[src/rtl/moter_pwm_ramp_ctrl_pkg.sv]
// moter_pkg: state codes, H-bridge drive codes and the speed-to-duty target helper
package moter_pkg;
    localparam logic [2:0] S_IDLE      = 3'd0;
    localparam logic [2:0] S_RAMP_UP   = 3'd1;
    localparam logic [2:0] S_RUN       = 3'd2;
    localparam logic [2:0] S_DEF_ON    = 3'd3;
    localparam logic [2:0] S_DEF_OFF   = 3'd4;
    localparam logic [2:0] S_RAMP_DOWN = 3'd5;
    localparam logic [2:0] S_BRAKE     = 3'd6;
    localparam logic [1:0] MC_COAST = 2'b00;
    localparam logic [1:0] MC_FWD   = 2'b10;
    localparam logic [1:0] MC_REV   = 2'b01;
    localparam logic [1:0] MC_BRAKE = 2'b11;
    function automatic int target_duty(input logic [1:0] sel, input int bits);
        int t;
        t = (int'(sel) + 1) << (bits - 2);
        return (t > (1 << bits) - 1) ? (1 << bits) - 1 : t;
    endfunction
endpackage

[src/rtl/moter_pwm_ramp_ctrl_pwm_gen.sv]
// pwm_gen: prescaled free-running PWM counter, period-boundary pulse and registered duty compare
module pwm_gen #(
    parameter int PWM_BITS = 8,
    parameter int PRESCALE = 100
) (
    input  logic                clk,
    input  logic                rst,
    input  logic [PWM_BITS-1:0] duty,
    output logic                pb,
    output logic                pwm_out
);
    logic [15:0] pre;
    logic [PWM_BITS-1:0] cnt;
    logic tick;
    assign tick = pre == 16'(PRESCALE - 1);
    assign pb = tick & (&cnt);
    always_ff @(posedge clk or negedge rst) begin
        if (!rst) begin
            pre <= '0;
            cnt <= '0;
            pwm_out <= 1'b0;
        end else begin
            pre <= tick ? '0 : pre + 16'd1;
            if (tick) cnt <= cnt + 1'b1;
            pwm_out <= cnt < duty;
        end
    end
endmodule

[src/rtl/moter_pwm_ramp_ctrl.sv]
// moter_pwm_ramp_ctrl: ramped PWM motor drive with four speeds and defrost pulsing; MOTER_BRAKE_EN adds a timed BRAKE before IDLE
module moter_pwm_ramp_ctrl
    import moter_pkg::*;
#(
    parameter int PWM_BITS     = 8,
    parameter int PRESCALE     = 100,
    parameter int RAMP_STEP    = 16,
    parameter int DEFROST_DUTY = 128,
    parameter int DEF_ON_PER   = 4,
    parameter int DEF_OFF_PER  = 4,
    parameter int BRAKE_PER    = 2
) (
    input  logic                clk,
    input  logic                rst,
    input  logic                start,
    input  logic                defrost_start,
    input  logic                stop,
    input  logic [1:0]          speed_sel,
    input  logic                dir,
    output logic [1:0]          moter_control,
    output logic                pwm_out,
    output logic                busy,
    output logic [PWM_BITS-1:0] duty
);
    localparam int W = PWM_BITS + 1;
    localparam logic [W-1:0] STEP = W'(RAMP_STEP);
`ifdef MOTER_BRAKE_EN
    localparam logic [2:0] DOWN_END = S_BRAKE;
`else
    localparam logic [2:0] DOWN_END = S_IDLE;
`endif
    logic pb, dir_q, halt, dexit;
    logic [2:0] state, ns0, ns;
    logic [15:0] pc;
    logic [W-1:0] d, nd, tgt, up, dn, rd;
    pwm_gen #(.PWM_BITS(PWM_BITS), .PRESCALE(PRESCALE)) u_pwm (
        .clk(clk),
        .rst(rst),
        .duty(d[PWM_BITS-1:0]),
        .pb(pb),
        .pwm_out(pwm_out)
    );
    assign tgt = W'(target_duty(speed_sel, PWM_BITS));
    assign up = (d + STEP >= tgt) ? tgt : d + STEP;
    assign dn = (d > STEP) ? d - STEP : '0;
    assign rd = (dn > tgt) ? dn : tgt;
    assign halt = stop | ~start;
    assign dexit = stop | start | ~defrost_start;
    // ns0 picks the state whose duty rule applies; ns then folds in the ramp end points
    always_comb begin
        ns0 = S_IDLE;
        case (state)
            S_IDLE:      ns0 = stop ? S_IDLE : start ? S_RAMP_UP : defrost_start ? S_DEF_ON : S_IDLE;
            S_RAMP_UP:   ns0 = halt ? S_RAMP_DOWN : (d >= tgt) ? S_RUN : S_RAMP_UP;
            S_RUN:       ns0 = halt ? S_RAMP_DOWN : (tgt > d) ? S_RAMP_UP : S_RUN;
            S_DEF_ON:    ns0 = dexit ? S_RAMP_DOWN : (pc == 16'(DEF_ON_PER - 1)) ? S_DEF_OFF : S_DEF_ON;
            S_DEF_OFF:   ns0 = dexit ? S_IDLE : (pc == 16'(DEF_OFF_PER - 1)) ? S_DEF_ON : S_DEF_OFF;
            S_RAMP_DOWN: ns0 = S_RAMP_DOWN;
            S_BRAKE:     ns0 = (pc == 16'(BRAKE_PER - 1)) ? S_IDLE : S_BRAKE;
            default:     ns0 = S_IDLE;
        endcase
        nd = (ns0 == S_RAMP_UP) ? up :
             (ns0 == S_RUN) ? ((d > tgt) ? rd : d) :
             (ns0 == S_DEF_ON) ? W'(DEFROST_DUTY) :
             (ns0 == S_RAMP_DOWN) ? dn : '0;
        ns = (ns0 == S_RAMP_UP && nd == tgt) ? S_RUN :
             (ns0 == S_RAMP_DOWN && nd == '0) ? DOWN_END : ns0;
    end
    always_ff @(posedge clk or negedge rst) begin
        if (!rst) begin
            state <= S_IDLE;
            d <= '0;
            pc <= '0;
            dir_q <= 1'b0;
        end else if (pb) begin
            state <= ns;
            d <= nd;
            pc <= (ns == state) ? pc + 16'd1 : '0;
            if (state == S_IDLE) dir_q <= dir;
        end
    end
    assign busy = state != S_IDLE;
    assign duty = d[PWM_BITS-1:0];
    assign moter_control = (state == S_IDLE || state == S_DEF_OFF) ? MC_COAST :
                           (state == S_BRAKE) ? MC_BRAKE : dir_q ? MC_REV : MC_FWD;
endmodule

[config.mk]
export PLATFORM = sky130hd
export DESIGN_NAME = moter_pwm_ramp_ctrl
export DESIGN_NICKNAME = d
export VERILOG_FILES = /design/src/rtl/moter_pwm_ramp_ctrl_pkg.sv /design/src/rtl/moter_pwm_ramp_ctrl_pwm_gen.sv /design/src/rtl/moter_pwm_ramp_ctrl.sv
export SDC_FILE = /design/constraint.sdc
export NUM_CORES = 1
export LEC_CHECK = 0
export ABC_AREA = 1
export CAP_MARGIN = 20
export CELL_PAD_IN_SITES_DETAIL_PLACEMENT = 0
export CELL_PAD_IN_SITES_GLOBAL_PLACEMENT = 1
export CORE_MARGIN = 2
export CORE_UTILIZATION = 41
export CTS_BUF_LIST = sky130_fd_sc_hd__clkbuf_4 sky130_fd_sc_hd__clkbuf_8 sky130_fd_sc_hd__clkbuf_16
export DETAILED_ROUTE_END_ITERATION = 8
export GPL_ROUTABILITY_DRIVEN = 0
export PLACE_DENSITY_LB_ADDON = 0.1
export SLEW_MARGIN = 15
export SYNTH_ARGS = -nofsm -noshare
export SYNTH_HDL_FRONTEND = slang
export SYNTH_SLANG_ARGS = --single-unit
[constraint.sdc]
create_clock -name clk -period 3.4 [get_ports clk]
set_input_delay 0.68 -clock clk [delete_from_list [all_inputs] [get_ports clk]]
set_output_delay 0.68 -clock clk [all_outputs]
set_load 0.005 [all_outputs]
==> metrics.cfg, run 1 <==
[outcome]
outcome=finished, violations left
violations=setup timing

[drt]
drc=0
routedWlPerCell_um=14.1
wl_met1_um=6900
drt_iter0_markers=387
wl_met3_um=459
num_vias=4889
dr.pass1.iters=5
ant_nets=0
via_per_inst=5.02
dr_wl_met2_um=6250
drt_wl_total_um=13800
highest_layer=met4

[logic_synthesis]
yosys_most_used_dff=dfrtp_1
async_reset_ff_share_pct=100
ys_warn_count=0
synth_nets=741
synthesis.area_sq_um=4720
yosysSeqAreaShare_pct=28.6
synth.distinct_cells=37
synthCells=699
avgSynthCellArea_sq_um=6.76
synth_edf_count=0
synth-seq-cells=54

[setup_path]
endpoint_kind=flip-flop
worst_ep_required_time_ps=3630
crit_type=primary input to flip-flop
crit_arrival_ps=3860
startpoint_type=primary input
worstPathMaxFanout=11

[grt]
grt_pass1_vias=4614
antenna_found_initial=0
grt_max_degree=55
grt_usage_pct=22.0
grt_pass1_wl_um=22400
grt_overflow=0

[clocking]
clock_latency_ps=300
cts_buffers=5
clk_pin_slew_ps=70
cts_sinks=54
cts_buffer_depth=2
cts-root-buf=clkbuf_16
htree_levels=2
cts_tree=done

[placement]
place_ws_ps=-1000
port_buffers=19
hpwlAfterDp_um=9960

[layout]
fillers=1070
areaGrowthSynthToFinish_pct=38.9
final_common_cell=nand2_1
multi_input_area_sq_um=3250
seq_area_sq_um=1350
antenna_cells=0
fin_util_pct=58.0
layout_common_cells=137 x nand2_1, 105 x inv_1, 99 x buf_4, 62 x nor2_1, 54 x dfrtp_1
drive_gt1_share_pct=31.1
nets=871

[sta]
holdWs_ps=458
clock_skew_ps=9.09
fin_ws_ps=-231
setup_viol=18
fin_crit_ps=3630
maxSlewViolCount=0
hold_violations=0
period_share_pct=107
rsz0062_at_grt=true
worst-slew-pin-transition_ps=697
max_freq_mhz=275
maxSlewHeadroom_pct=53.5

[pwr]
power.density_nw_per_um2=197
leakagePower_nw=3.31
p_total_w=0.00129
vdd_ir_drop_max_uv=301

[job]
max-cap-violations=0

[floorplan]
coreArea_sq_um=11300
dieArea_sq_um=12400
pin_count=20
start_util_pct=41.7
num_rows=39
die_x_um=111
die_h_um=111

[min_path]
hold_path.class=flip-flop to flip-flop

## worst paths after layout
| kind | slack (ps) | to | from | depth (start not counted) |
|---|---|---|---|---|
| setup reg to reg | -180 | pc[7]$_DFFE_PN0P_ | d[5]$_DFFE_PN0P_ | 33 |
| setup / recovery | -230 | pc[7]$_DFFE_PN0P_ | speed_sel[1] | 26 |
| hold / removal | 460 | u_pwm.pre[0]$_DFF_PN0_ | u_pwm.pre[0]$_DFF_PN0_ | 1 |
| hold reg to reg | 460 | u_pwm.pre[0]$_DFF_PN0_ | u_pwm.pre[0]$_DFF_PN0_ | 1 |
| min in group asynchronous | 500 | pc[5]$_DFFE_PN0P_ | rst | 2 |
| max in group asynchronous | 2420 | u_pwm.pre[9]$_DFF_PN0_ | rst | 2 |
## layout make-up
type	instances	share of cell area (%)
multi-input combinational	515	49.5
sequential	54	20.6
timing repair buffer	139	18.3
inverter	114	6.52
tap	143	2.73
clock buffer	7	2.23
clock inverter	1	0.133
## registers in the layout, indices dropped and copies added, names as in the netlist
signal         flops
pc                16
dir_q              1
state              3
u_pwm.pwm_out      1
u_pwm.cnt          8
u_pwm.pre         16
d                  9
## routing by layer
metal / vias to the layer above / global-route usage, %
li1: 2511 / -
met1: 2253 / 32.8
met2: 113 / 34.0
met3: 12 / 3.27
met4: 0 / 4.86
met5: - / 0
## worst max-delay path, stage by stage
cell and delay, ps:
dlygate4sd2_1 270, buf_4 160, nor2_2 180, ha_4 250
nand3_1 80, nand3_1 100, nor2_1 100, nand2_1 60
nand4_1 160, nand3_2 120, nor2_4 160, buf_4 140
buf_12 120, o211ai_1 80, nand2_1 100, nand3_1 70
nor2_1 150, nand2_1 80, nand2_1 80, nand2_2 80
nand2_2 80, nand2_2 50, nand2_2 70, nand3_4 130
clkbuf_16 200, a21oi_2 100
## per-stage QoR
step | TNS (ps) | area (sq um) | instances
after floorplan | 0 | 4720 | 699
after global placement | -15060 | 5570 | 921
after detailed placement | -17480 | 5570 | 921
after CTS | -2630 | 6230 | 969
after global routing | -8370 | 6560 | 973
final | -3510 | 6560 | 973
## where the power goes
part	switching, W	leakage, nW	internal (W)
sequential	0.000000538	0.586	0.000642
clock	0.000238	0.0779	0.000305
combinational	0.0000605	2.64	0.0000447
## logic make-up after synthesis
family | after synthesis | synth area share, %
buffers and inverters | 131 | 11.6
xor gates and xnor gates | 24 | 4.61
adders and majority gates | 34 | 9.00
and+or+nand+nor | 373 | 35.8
DFF | 54 | 28.6
AOI/OAI and AO/OA | 83 | 10.4
## cell usage after synthesis, types with 2 or more instances
library cell	count	area (sq um)
a21boi_0	3	22.5
a21oi_1	24	120
a21oi_2	10	87.6
and3_1	2	12.5
buf_2	4	20.0
buf_4	10	75.1
dfrtp_1	54	1350
ha_1	34	425
inv_1	109	409
inv_2	5	18.8
nand2_1	168	631
nand2_2	8	50.1
nand3_1	57	285
nand3_2	3	30.0
nand3b_1	2	15.0
nand4_1	23	144
nor2_1	76	285
nor2_2	9	56.3
nor2_4	4	45.0
nor3_1	13	65.1
nor3_2	3	30.0
nor4_1	3	18.8
o211ai_1	8	60.1
o21ai_0	33	165
xor2_1	22	193
## what timing repair did
item                                    4_1_cts  5_1_grt
resized for setup                            60       72
setup buffers                                39        8
endpoints found under the setup margin       19       22
cloned                                        1        1
hold buffers                                  0        0
pin swaps                                    16       42
No activity file was read; power rests on OpenSTA's default activity.
==> run 2: changes to the inputs <==
- CTS_CLUSTER_DIAMETER: not set -> 200
- SLEW_MARGIN: 15 -> 25
==> results of run 2 <==
No change in the layout: final DEF, timing and power equal those of run 1.
